File: src/rtl/hub75_fb_feeder_pkg.sv
// rtl/hub75_fb_feeder_pkg.sv - shared state encodings and width helpers for the HUB75 framebuffer feeder
package hub75_fb_feeder_pkg;

  typedef enum logic [1:0] {
    FB_ST_FILL       = 2'd0,
    FB_ST_WAIT_RDY   = 2'd1,
    FB_ST_WAIT_FRAME = 2'd2
  } fb_state_t;

  localparam logic [1:0] FB_GUARD_CYCLES = 2'd2;

  // Address width for n entries, never narrower than one bit.
  function automatic int fb_log2w(input int n);
    return (n <= 2) ? 1 : $clog2(n);
  endfunction

endpackage

File: src/rtl/hub75_fb_feeder_if.sv
// rtl/hub75_fb_feeder_if.sv - raster pixel stream with start-of-frame flag
interface hub75_fb_feeder_if #(
  parameter int BITDEPTH = 24
);
  logic [BITDEPTH-1:0] in_data;
  logic                in_sof;
  logic                in_valid;
  logic                in_ready;

  modport master (output in_data, output in_sof, output in_valid, input in_ready);
  modport slave  (input in_data, input in_sof, input in_valid, output in_ready);
endinterface

File: src/rtl/hub75_fb_feeder_raster_cnt.sv
// rtl/hub75_fb_feeder_raster_cnt.sv - column/row/bank raster position counters
module hub75_fb_feeder_raster_cnt
  import hub75_fb_feeder_pkg::*;
#(
  parameter int N_BANKS     = 2,
  parameter int N_ROWS      = 32,
  parameter int N_COLS      = 64,
  parameter int LOG_N_BANKS = fb_log2w(N_BANKS),
  parameter int LOG_N_ROWS  = fb_log2w(N_ROWS),
  parameter int LOG_N_COLS  = fb_log2w(N_COLS)
) (
  input  logic                   clk,
  input  logic                   rst,
  input  logic                   inc_col,
  input  logic                   inc_line,
  input  logic                   clear,
  output logic [LOG_N_COLS-1:0]  col,
  output logic [LOG_N_ROWS-1:0]  row,
  output logic [LOG_N_BANKS-1:0] bank,
  output logic                   last_col,
  output logic                   last_line,
  output logic                   any_nz
);

  assign last_col  = (col == LOG_N_COLS'(N_COLS - 1));
  assign last_line = (bank == LOG_N_BANKS'(N_BANKS - 1)) && (row == LOG_N_ROWS'(N_ROWS - 1));
  assign any_nz    = |{col, row, bank};

  // clear together with inc_col restarts the line with the current pixel at column 0
  always_ff @(posedge clk or posedge rst) begin
    if (rst) begin
      col  <= '0;
      row  <= '0;
      bank <= '0;
    end else if (clear) begin
      col  <= inc_col ? LOG_N_COLS'(1) : '0;
      row  <= '0;
      bank <= '0;
    end else begin
      if (inc_col)
        col <= col + LOG_N_COLS'(1);
      if (inc_line) begin
        row <= row + LOG_N_ROWS'(1);
        if (row == LOG_N_ROWS'(N_ROWS - 1))
          bank <= (bank == LOG_N_BANKS'(N_BANKS - 1)) ? '0 : bank + LOG_N_BANKS'(1);
      end
    end
  end

endmodule

File: src/rtl/hub75_fb_feeder.sv
// rtl/hub75_fb_feeder.sv - writes a raster pixel stream into the HUB75 framebuffer row buffer
module hub75_fb_feeder
  import hub75_fb_feeder_pkg::*;
#(
  parameter int N_BANKS     = 2,
  parameter int N_ROWS      = 32,
  parameter int N_COLS      = 64,
  parameter int BITDEPTH    = 24,
  parameter int LOG_N_BANKS = fb_log2w(N_BANKS),
  parameter int LOG_N_ROWS  = fb_log2w(N_ROWS),
  parameter int LOG_N_COLS  = fb_log2w(N_COLS)
) (
  input  logic                   clk,
  input  logic                   rst,
  hub75_fb_feeder_if.slave       pix,
  output logic [LOG_N_BANKS-1:0] wr_bank_addr,
  output logic [LOG_N_ROWS-1:0]  wr_row_addr,
  output logic                   wr_row_store,
  input  logic                   wr_row_rdy,
  output logic                   wr_row_swap,
  output logic [BITDEPTH-1:0]    wr_data,
  output logic [LOG_N_COLS-1:0]  wr_col_addr,
  output logic                   wr_en,
  output logic                   frame_swap,
  output logic                   sof_err
);

  fb_state_t               state_q, state_d;
  logic [1:0]              guard_q, guard_d;
  logic                    run_q;
  logic                    accept;
  logic                    inc_col, inc_line, clear;
  logic                    wr_en_d, commit_d, frame_swap_d, sof_err_d;
  logic [LOG_N_COLS-1:0]   col;
  logic [LOG_N_ROWS-1:0]   row;
  logic [LOG_N_BANKS-1:0]  bank;
  logic                    last_col, last_line, any_nz;

  hub75_fb_feeder_raster_cnt #(
    .N_BANKS     (N_BANKS),
    .N_ROWS      (N_ROWS),
    .N_COLS      (N_COLS),
    .LOG_N_BANKS (LOG_N_BANKS),
    .LOG_N_ROWS  (LOG_N_ROWS),
    .LOG_N_COLS  (LOG_N_COLS)
  ) u_cnt (
    .clk       (clk),
    .rst       (rst),
    .inc_col   (inc_col),
    .inc_line  (inc_line),
    .clear     (clear),
    .col       (col),
    .row       (row),
    .bank      (bank),
    .last_col  (last_col),
    .last_line (last_line),
    .any_nz    (any_nz)
  );

  assign pix.in_ready = run_q && (state_q == FB_ST_FILL);
  assign accept       = pix.in_valid && pix.in_ready;

  always_ff @(posedge clk or posedge rst) begin
    if (rst) begin
      state_q <= FB_ST_FILL;
      guard_q <= '0;
      run_q   <= 1'b0;
    end else begin
      state_q <= state_d;
      guard_q <= guard_d;
      run_q   <= 1'b1;
    end
  end

  always_comb begin
    state_d      = state_q;
    guard_d      = guard_q;
    inc_col      = 1'b0;
    inc_line     = 1'b0;
    clear        = 1'b0;
    wr_en_d      = 1'b0;
    commit_d     = 1'b0;
    frame_swap_d = 1'b0;
    sof_err_d    = 1'b0;
    unique case (state_q)
      FB_ST_FILL: begin
        if (accept) begin
          inc_col = 1'b1;
          wr_en_d = 1'b1;
          // a misplaced start-of-frame drops the partial line and restarts the raster
          if (pix.in_sof && any_nz) begin
            clear     = 1'b1;
            sof_err_d = 1'b1;
          end else if (last_col) begin
            state_d = FB_ST_WAIT_RDY;
          end
        end
      end
      FB_ST_WAIT_RDY: begin
        if (wr_row_rdy) begin
          commit_d = 1'b1;
          if (last_line) begin
            state_d = FB_ST_WAIT_FRAME;
            guard_d = '0;
          end else begin
            inc_line = 1'b1;
            state_d  = FB_ST_FILL;
          end
        end
      end
      FB_ST_WAIT_FRAME: begin
        if (guard_q != FB_GUARD_CYCLES) begin
          guard_d = guard_q + 2'd1;
        end else if (wr_row_rdy) begin
          frame_swap_d = 1'b1;
          clear        = 1'b1;
          state_d      = FB_ST_FILL;
        end
      end
      default: state_d = FB_ST_FILL;
    endcase
  end

  // Line addresses trail the counters by a cycle, so they hold through the commit pulse.
  always_ff @(posedge clk or posedge rst) begin
    if (rst) begin
      wr_en        <= 1'b0;
      wr_col_addr  <= '0;
      wr_data      <= '0;
      wr_row_swap  <= 1'b0;
      wr_row_store <= 1'b0;
      frame_swap   <= 1'b0;
      sof_err      <= 1'b0;
      wr_bank_addr <= '0;
      wr_row_addr  <= '0;
    end else begin
      wr_en        <= wr_en_d;
      wr_row_swap  <= commit_d;
      wr_row_store <= commit_d;
      frame_swap   <= frame_swap_d;
      sof_err      <= sof_err_d;
      wr_bank_addr <= bank;
      wr_row_addr  <= row;
      if (accept) begin
        wr_col_addr <= clear ? '0 : col;
        wr_data     <= pix.in_data;
      end
    end
  end

endmodule

File: src/flat_wrapper.sv
// flat-port wrapper written by rule: the top's interface ports become plain ports
module hub75_fb_feeder_flat import hub75_fb_feeder_pkg::*;
#(
  parameter int N_BANKS     = 2,
  parameter int N_ROWS      = 32,
  parameter int N_COLS      = 64,
  parameter int BITDEPTH    = 24,
  parameter int LOG_N_BANKS = fb_log2w(N_BANKS),
  parameter int LOG_N_ROWS  = fb_log2w(N_ROWS),
  parameter int LOG_N_COLS  = fb_log2w(N_COLS)
)
  (clk, rst, wr_bank_addr, wr_row_addr, wr_row_store, wr_row_rdy, wr_row_swap, wr_data, wr_col_addr, wr_en, frame_swap, sof_err, pix_in_data, pix_in_sof, pix_in_valid, pix_in_ready);
  hub75_fb_feeder_if #(.BITDEPTH(BITDEPTH)) pix_i ();
  input  logic clk;
  input  logic rst;
  output logic [LOG_N_BANKS-1:0] wr_bank_addr;
  output logic [LOG_N_ROWS-1:0] wr_row_addr;
  output logic wr_row_store;
  input  logic wr_row_rdy;
  output logic wr_row_swap;
  output logic [BITDEPTH-1:0] wr_data;
  output logic [LOG_N_COLS-1:0] wr_col_addr;
  output logic wr_en;
  output logic frame_swap;
  output logic sof_err;
  input wire logic [$bits(pix_i.in_data)-1:0] pix_in_data;
  input wire logic [$bits(pix_i.in_sof)-1:0] pix_in_sof;
  input wire logic [$bits(pix_i.in_valid)-1:0] pix_in_valid;
  output wire logic [$bits(pix_i.in_ready)-1:0] pix_in_ready;
  assign pix_i.in_data = pix_in_data;
  assign pix_i.in_sof = pix_in_sof;
  assign pix_i.in_valid = pix_in_valid;
  assign pix_in_ready = pix_i.in_ready;
  hub75_fb_feeder #(.N_BANKS(N_BANKS), .N_ROWS(N_ROWS), .N_COLS(N_COLS), .BITDEPTH(BITDEPTH), .LOG_N_BANKS(LOG_N_BANKS), .LOG_N_ROWS(LOG_N_ROWS), .LOG_N_COLS(LOG_N_COLS)) u_core (.clk(clk), .rst(rst), .pix(pix_i), .wr_bank_addr(wr_bank_addr), .wr_row_addr(wr_row_addr), .wr_row_store(wr_row_store), .wr_row_rdy(wr_row_rdy), .wr_row_swap(wr_row_swap), .wr_data(wr_data), .wr_col_addr(wr_col_addr), .wr_en(wr_en), .frame_swap(frame_swap), .sof_err(sof_err));
endmodule
File: config.mk
export PLATFORM = sky130hd
export DESIGN_NAME = hub75_fb_feeder_flat
export DESIGN_NICKNAME = d
export VERILOG_FILES = /design/src/rtl/hub75_fb_feeder_pkg.sv /design/src/rtl/hub75_fb_feeder_if.sv /design/src/rtl/hub75_fb_feeder_raster_cnt.sv /design/src/rtl/hub75_fb_feeder.sv /design/src/flat_wrapper.sv
export SDC_FILE = /design/constraint.sdc
export NUM_CORES = 1
export LEC_CHECK = 0
export BUFFER_PORTS_ARGS = -buffer_cell sky130_fd_sc_hd__buf_2
export CAP_MARGIN = 10
export CORE_MARGIN = 5
export CORE_UTILIZATION = 35
export CTS_CLUSTER_DIAMETER = 150
export DETAILED_ROUTE_END_ITERATION = 10
export SKIP_CTS_REPAIR_TIMING = 1
export SYNTH_ARGS = -nofsm -noshare
export SYNTH_HDL_FRONTEND = slang
export SYNTH_SLANG_ARGS = --single-unit
File: constraint.sdc
create_clock -name clk -period 3.9 [get_ports clk]
set_input_delay 1.17 -clock clk [delete_from_list [all_inputs] [get_ports clk]]
set_output_delay 1.17 -clock clk [all_outputs]
set_load 0.05 [all_outputs]
* After elaboration in Yosys (flattened, before gate mapping)
Cells that the tools add are included.
Cells by class: add/sub/neg operators 4, equal/unequal tests 13, mux-type cells 35, reductions and logical operators 13
Operators with widths (number):
- $mux 2 | 10
- $mux 6 | 3
- $mux 1 | 17
- $reduce_or 12->1 | 1
- $mux 5 | 2
- $ne 2x2->1 const B | 5
- $ne 2x1->1 const B | 4
- $reduce_bool 2->1 | 4
- $add 6x1->6 const B | 1
- $eq 6x6->1 const B | 1
- $pmux 2 s3 | 1
- $reduce_and 6->1 | 1
- $add 5x1->5 const B | 1
- $eq 5x5->1 const B | 1
- $logic_and 1x1->1 | 4
- $pmux 2 s2 | 1
- $reduce_and 4->1 | 1
- $add 2x1->2 const B | 1
- $eq 2x1->1 const B | 1
- $eq 2x2->1 const B | 1
- $logic_not 2->1 | 1
- $pmux 1 s2 | 1
- $reduce_and 2->1 | 1
- $add 1x1->1 const B | 1
Word-level totals: flip-flop bits (word level) 57, output and inout bits 42

* Longest topological paths before layout
Gate-level depths: netlist of the first run.
word-level depth 7, gate-level depth with buffers 6, gate-level depth less buffers 6

* Cells and area by module
Synthesis of the first run repeated with hierarchy kept, for this count alone.
Unflattened totals: cell total of the unflattened synthesis 180, area total of the unflattened synthesis 2329.7 um^2
Modules (own cells, without submodules):
- hub75_fb_feeder | instances 1, cells each 116, area each 1691.6 um^2, seq. area each 1126.1 um^2
- hub75_fb_feeder_raster_cnt | instances 1, cells each 64, area each 638.1 um^2, seq. area each 300.3 um^2

* Worst setup path after synthesis of the first run
OpenSTA, ideal clock, no wires.
path type register to output, from register u_core.state_q[1], to output pix_in_ready, arrival 1.586 ns, slack 1.144 ns, stages on the path, launching flop included 2, buffers on the path 0, path through dfrtp_1 -> nor3b_1
On the way: cells in the longest elaborated chain, start to end 2
RTL lines:
- start, declared | line hub75_fb_feeder.sv:28 | fb_state_t state_q, state_d;
- start signal, assigned | line hub75_fb_feeder.sv:69 | state_q <= state_d;
- $logic_not 2->1 | line hub75_fb_feeder.sv:60 | assign pix.in_ready = run_q && (state_q == FB_ST_FILL);
- $logic_and 1x1->1 | line hub75_fb_feeder.sv:60
- end, declared | line flat_wrapper.sv:29 | output wire logic [$bits(pix_i.in_ready)-1:0] pix_in_ready;
Every way passes these cells.

* Worst setup path in the final report of the first run
from input pix_in_valid, to register u_core.wr_data[17]
On the way: cells in the longest elaborated chain, start to end 1
RTL lines:
- start, declared | line flat_wrapper.sv:28 | input wire logic [$bits(pix_i.in_valid)-1:0] pix_in_valid;
- $logic_and 1x1->1 | line hub75_fb_feeder.sv:61 | assign accept = pix.in_valid && pix.in_ready;
- end signal, assigned | line hub75_fb_feeder.sv:146 | wr_data <= pix.in_data;
- end, declared | line hub75_fb_feeder.sv:21 | output logic [BITDEPTH-1:0] wr_data,
Every way passes these cells. A chain may end at the register's enable or synchronous reset.

==> impl_metrics.yaml, run 1 <==
outcome:
  status: "finished, final reports clean"
yosys:
  ys_seq_area_share_pct: 59.1
  async_flop_share_pct: 100
  ys_ff_latch: 57
  synthesis.nets: 272
  synth_warnings: 0
  syn_area_per_cell_um2: 10.2
  synthesis.area_um2: 2410
  synth_edf_count: 0
  synth-main-ff-cell: "dfrtp_1"
  synthTopCellsByArea: "dfrtp_1, nand2_1, ha_1"
  synthCells: 237
  yosysMostFrequentCell: "nand2_1"
  yosysTopAreaCell: "dfrtp_1"
  synth_common_cells: "nand2_1, dfrtp_1, inv_1"
  synth_cell_types: 35
  synth_top_area_share_pct: 59.1
pwr:
  power.density_nw_per_um2: 550
  switching_power_mw: 0.546
  pwr-share-clk_pct: 37.0
  intPower_mw: 1.14
  vdd_drop_max_v: 0.000174
  swShare_pct: 32.4
  combPwrFrac_pct: 22.0
  p_leak_nw: 1.62
  sequentialPowerShare_pct: 41.0
clock_network:
  clock_latency_ps: 320
  clkSinkCount: 57
  cts_buffers: 9
  root_buffer: "clkbuf_8"
  cts_buffer_depth: 2
  htree_levels: 3
  tritoncts: "yes"
  path_clk_slew_ps: 60
sta:
  tightest_slew_ps: 966
  post-route-period-util_pct: 71.4
  setup_tns_ps: 0
  fin_crit_ps: 2790
  slew_headroom_pct: 34.8
  rsz0062_at_grt: "false"
  fin_skew_ps: 6.36
  max_freq_mhz: 359
  drv_slew: 0
  hold_viol: 0
  finalSetupViolCount: 0
floorplanning:
  die_h_um: 93.0
  dieArea_um2: 8650
  num_rows: 30
  design.core.area_um2: 6760
  initial_core_util_pct: 35.7
  ios: 71
  fp.dieW_um: 93.0
global_routing:
  grt_pass1_vias: 1983
  grt_antenna_before_repair: 0
  track_usage_pct: 13.8
  grt_max_degree: 34
  grt_pass1_wl_um: 9400
  overflow: 0
routing:
  viasPerCell: 4.89
  drc_errors: 0
  drtIter0Drc: 141
  dr_wl_met3_um: 341
  post_drt_wl_per_cell_um: 14.2
  num_vias: 1922
  antenna_left: 0
  wl_met2_um: 2580
  highest-signal-layer: "met4"
  totalWireLength_um: 5570
  firstDrtPassIters: 4
  met1Wirelength_um: 2530
layout:
  n_antenna_cell: 0
  fill_cells: 684
  final_cells: 393
  drive_gt1_share_pct: 31.6
  layout.nets: 343
  seq_area_um2: 1430
  areaGrowthSynthToFinish_pct: 26.8
  multi_input_area_um2: 886
setup_path:
  end_kind: "flip-flop"
  critical-path-top-cell-by-count: "nand2_1"
  worst_ep_required_time_ps: 4160
  worst_path_largest_cell_delay_ps: 830
  critPathKind: "input port to flip-flop"
  crit_fanout: 26
  cpMaxStageDelayCell: "inv_1"
  crit_chain: "buf_2 > nand4bb_2 > inv_1 > buf_4 > nand2_1 > nand2_1"
  cp.arrival_ps: 3050
  start_kind: "input port"
flow_run:
  maxCapViolCount: 0
placement:
  numPortBuffers: 70
  dp_hpwl_um: 3830
  dp_cells: 377
  routabilityCongestion: 0.778
min_path:
  min_path_type: "flip-flop to flip-flop"
==> logic make-up after synthesis <==
family,share of synthesized area [%]
simple gates,20.8
flops,59.1
compound gates,12.4
buf+inv,4.36
fa+ha+maj,3.11
other cells,0.155
==> metal layers <==
layer	up-vias	GRT usage, %
met5	-	0
met3	7	3.06
met2	56	21.4
met1	910	17.9
li1	949	-
met4	0	7.69
==> critical path: cells and delay by family <==
family                 cells  cell delay [ps]
buffers and inverters      3             1270
and+or+nand+nor            3              590
==> sequential cells by signal, summed over array words and instances, names as in the netlist <==
| signal | cells |
|---|---|
| u_core.run_q | 1 |
| u_core.wr_row_store | 1 |
| u_core.wr_en | 1 |
| u_core.sof_err | 1 |
| u_core.wr_bank_addr | 1 |
| u_core.frame_swap | 1 |
| u_core.state_q | 2 |
| u_core.guard_q | 2 |
| u_core.u_cnt.row | 5 |
| u_core.wr_row_addr | 5 |
| u_core.u_cnt.col | 6 |
| u_core.wr_col_addr | 6 |
| u_core.u_cnt.bank | 1 |
| u_core.wr_data | 24 |
==> final cells by class <==
type | count | share of cell area, %
clock inverter | 5 | 2.54
inverter | 12 | 1.47
timing repair buffer | 73 | 12.2
clock buffer | 11 | 4.95
multi-input combinational | 155 | 29.0
sequential | 57 | 46.6
tap | 80 | 3.27
==> power groups by stage <==
stage	registers, mW	logic (mW)	clock network [mW]
final	0.690	0.371	0.623
after global routing	0.699	0.401	0.670
after CTS	0.691	0.376	0.639
after detailed placement	0.702	0.375	0
after global placement	0.700	0.371	0
after floorplan	0.852	0.127	0
==> stage by stage <==
step                setup slack (ps)  hold slack, ps  power (mW)  utilization (%)  instance area [um2]
CTS                             1130             448        1.71             45.3                 3060
global route                     975             469        1.77             45.3                 3060
detailed placement               799             434        1.08             41.9                 2830
global placement                 822             441        1.07             41.9                 2830
finish                          1110             451        1.68             45.3                 3060
floorplan                       1140             401       0.979                -                 2410
==> final timing paths <==
| check | cells after the start | slack [ps] | start | to |
|---|---|---|---|---|
| max | 6 | 1110 | pix_in_valid | u_core.wr_data[17] |
| min | 0 | 450 | u_core.u_cnt.bank | u_core.wr_bank_addr |
| max reg2reg | 5 | 1450 | u_core.state_q[0] | u_core.wr_data[17] |
| min reg2reg | 0 | 450 | u_core.u_cnt.bank | u_core.wr_bank_addr |
| max in group asynchronous | 3 | 2200 | rst | u_core.wr_col_addr[3] |
| min in group asynchronous | 2 | 880 | rst | u_core.wr_data[2] |
==> cell usage in the layout (no fill, tap or decap), types with 4 or more instances in the layout <==
master,count
nand2_1,84
buf_2,70
dfrtp_1,57
inv_1,11
clkbuf_8,11
o21ai_0,9
o31ai_1,8
nand3_1,8
a221oi_1,6
ha_1,6
or4_1,4
No activity file was read; power rests on OpenSTA's default activity.
==> inputs of run 2 (changes only) <==
==> constraint.sdc (replaced) <==
create_clock -name clk -period 2.75 [get_ports clk]
set_input_delay 0.825 -clock clk [delete_from_list [all_inputs] [get_ports clk]]
set_output_delay 0.825 -clock clk [all_outputs]
set_load 0.05 [all_outputs]
==> run 2 against run 1 <==
  * Register-to-register slack lost 900 ps
  * Non-clock buffer count grew 4
  * Highest routed layer unchanged
  * Clock power grew 29%
  * Critical path depth is the same
  * Routed wire length shrank 3.4%
  * Final cell count grew 1.0%
  * Worst setup slack lost 560 ps
  * Clock skew shrank 3.0 ps
  * Utilization grew 0.13 points
  * Die area is the same
  * First-iteration DRC count shrank 1.4%
==> impl_metrics.yaml, run 2 (same netlist as run 1, synthesis figures left out) <==
placement:
  numPortBuffers: 70
  routabilityCongestion: 0.807
  dp_hpwl_um: 3800
  pre_cts_ws_ps: 578
floorplanning:
  num_rows: 30
  ios: 71
  dieArea_um2: 8650
  design.core.area_um2: 6760
  fp.dieW_um: 93.0
  initial_core_util_pct: 35.7
  die_h_um: 93.0
min_path:
  min_delay_path_depth: 0
  min_path_type: "flip-flop to flip-flop"
setup_path:
  reg2reg_from: "u_core.u_cnt.row[1]"
  worst_ep_required_time_ps: 2970
  path_buf_inv: 0
  rrSetupSlack_ps: 550
  cp.depth: 6
  critical-path-top-cell-by-count: "ha_1"
  cpLargestDelayFamily: "simple AND/OR/NAND/NOR gates"
  cpMaxStageDelayCell: "or4_1"
  worst_path_largest_cell_delay_ps: 500
  cp-endpoint: "u_core.u_cnt.row[3]"
  cp.arrival_ps: 2420
  crit_chain: "ha_1 > and3_1 > ha_1 > and2_0 > or4_1 > a221oi_1"
  critPathKind: "flip-flop to flip-flop"
  end_kind: "flip-flop"
  crit_fanout: 7
  regToRegEndpoint: "u_core.u_cnt.row[3]"
  start_kind: "flip-flop"
  worstSetupStartpoint: "u_core.u_cnt.row[1]"
  reg2reg_depth: 6
pwr:
  p_leak_nw: 1.63
  power.density_nw_per_um2: 756
  vdd_drop_max_v: 0.000257
global_routing:
  grt_max_degree: 58
  grt_pass1_wl_um: 9210
  grt_pass1_vias: 1904
  track_usage_pct: 13.6
  grt_antenna_before_repair: 0
  overflow: 0
layout:
  reg_top3: "u_core.wr_data: 24 flops, u_core.u_cnt.col: 6 flops, u_core.wr_col_addr: 6 flops"
  largest_register_ffs: 24
  layout.nets: 347
  drive_gt1_share_pct: 31.9
  final_common_cell: "nand2_1"
  max_flop_register: "u_core.wr_data"
  final_cell_mix: "nand2_1, buf_2, dfrtp_1, clkbuf_8, inv_1"
  areaGrowthSynthToFinish_pct: 27.2
  n_antenna_cell: 0
routing:
  antenna_left: 0
  firstDrtPassIters: 4
  post_drt_wl_per_cell_um: 13.6
  totalWireLength_um: 5380
  drtIter0Drc: 139
  viasPerCell: 4.86
  num_vias: 1928
  drc_errors: 0
clock_network:
  root_buffer: "clkbuf_8"
  clock_latency_ps: 330
  tritoncts: "yes"
  cts_buffers: 9
  clkSinkCount: 57
  path_clk_slew_ps: 60
  htree_levels: 3
  cts_buffer_depth: 2
flow_run:
  maxCapViolCount: 0
sta:
  setup_tns_ps: 0
  rsz0062_at_grt: "false"
  slew_headroom_pct: 53.0
  hold_viol: 0
  fin_skew_ps: 3.31
  finalSetupViolCount: 0
  max_freq_mhz: 455
  fin_ws_ps: 553
  post-route-period-util_pct: 79.9
  drv_slew: 0
  fin_crit_ps: 2200
  tightest_slew_ps: 705
outcome:
  status: "finished, final reports clean"
-- run 2: worst min-delay path by stage --
stage	from	endpoint	slack, ps
CTS	u_core.u_cnt.row[0]	u_core.wr_row_addr[0]	470
detailed placement	u_core.u_cnt.row[0]	u_core.wr_row_addr[0]	450
global placement	u_core.u_cnt.row[0]	u_core.wr_row_addr[0]	430
global route	u_core.wr_data[20]	u_core.wr_data[20]	480
floorplan	u_core.u_cnt.bank	u_core.wr_bank_addr	400
finish	u_core.u_cnt.row[0]	u_core.wr_row_addr[0]	460
-- run 2: stage by stage --
| stage | hold WS (ps) | instances | util [%] | power [mW] | area, um2 |
|---|---|---|---|---|---|
| after global routing | 483 | 397 | 45.4 | 2.44 | 3070 |
| after detailed placement | 449 | 381 | 42.3 | 1.53 | 2860 |
| after global placement | 430 | 381 | 42.3 | 1.53 | 2860 |
| after CTS | 468 | 397 | 45.4 | 2.36 | 3070 |
| after floorplan | 401 | 237 | - | 1.39 | 2410 |
| final | 462 | 397 | 45.4 | 2.32 | 3070 |
-- run 2: report_power, final --
group / internal [mW] / leakage (nW) / total (mW) / switching (mW)
sequential: 0.922 / 0.735 / 0.978 / 0.0554
clock: 0.492 / 0.107 / 0.806 / 0.314
combinational: 0.140 / 0.789 / 0.535 / 0.394
-- run 2: routing by layer --
metal	track usage [%]	up-vias	wire length, um	part of all wire [%]
met5	0	-	0	0
met4	4.76	0	79	1.5
met3	4.91	6	332	6.2
met2	19.7	55	2410	45
met1	18.7	906	2560	48
li1	-	961	-	-
-- run 2: final cells by class --
| type | instances | area [um2] |
|---|---|---|
| Clock buffer | 14 | 173 |
| Clock inverter | 2 | 35.0 |
| Fill cell | 680 | 3690 |
| Inverter | 12 | 45.0 |
| Multi-Input combinational cell | 155 | 886 |
| Sequential cell | 57 | 1430 |
| Tap cell | 80 | 100 |
| Timing Repair Buffer | 77 | 403 |
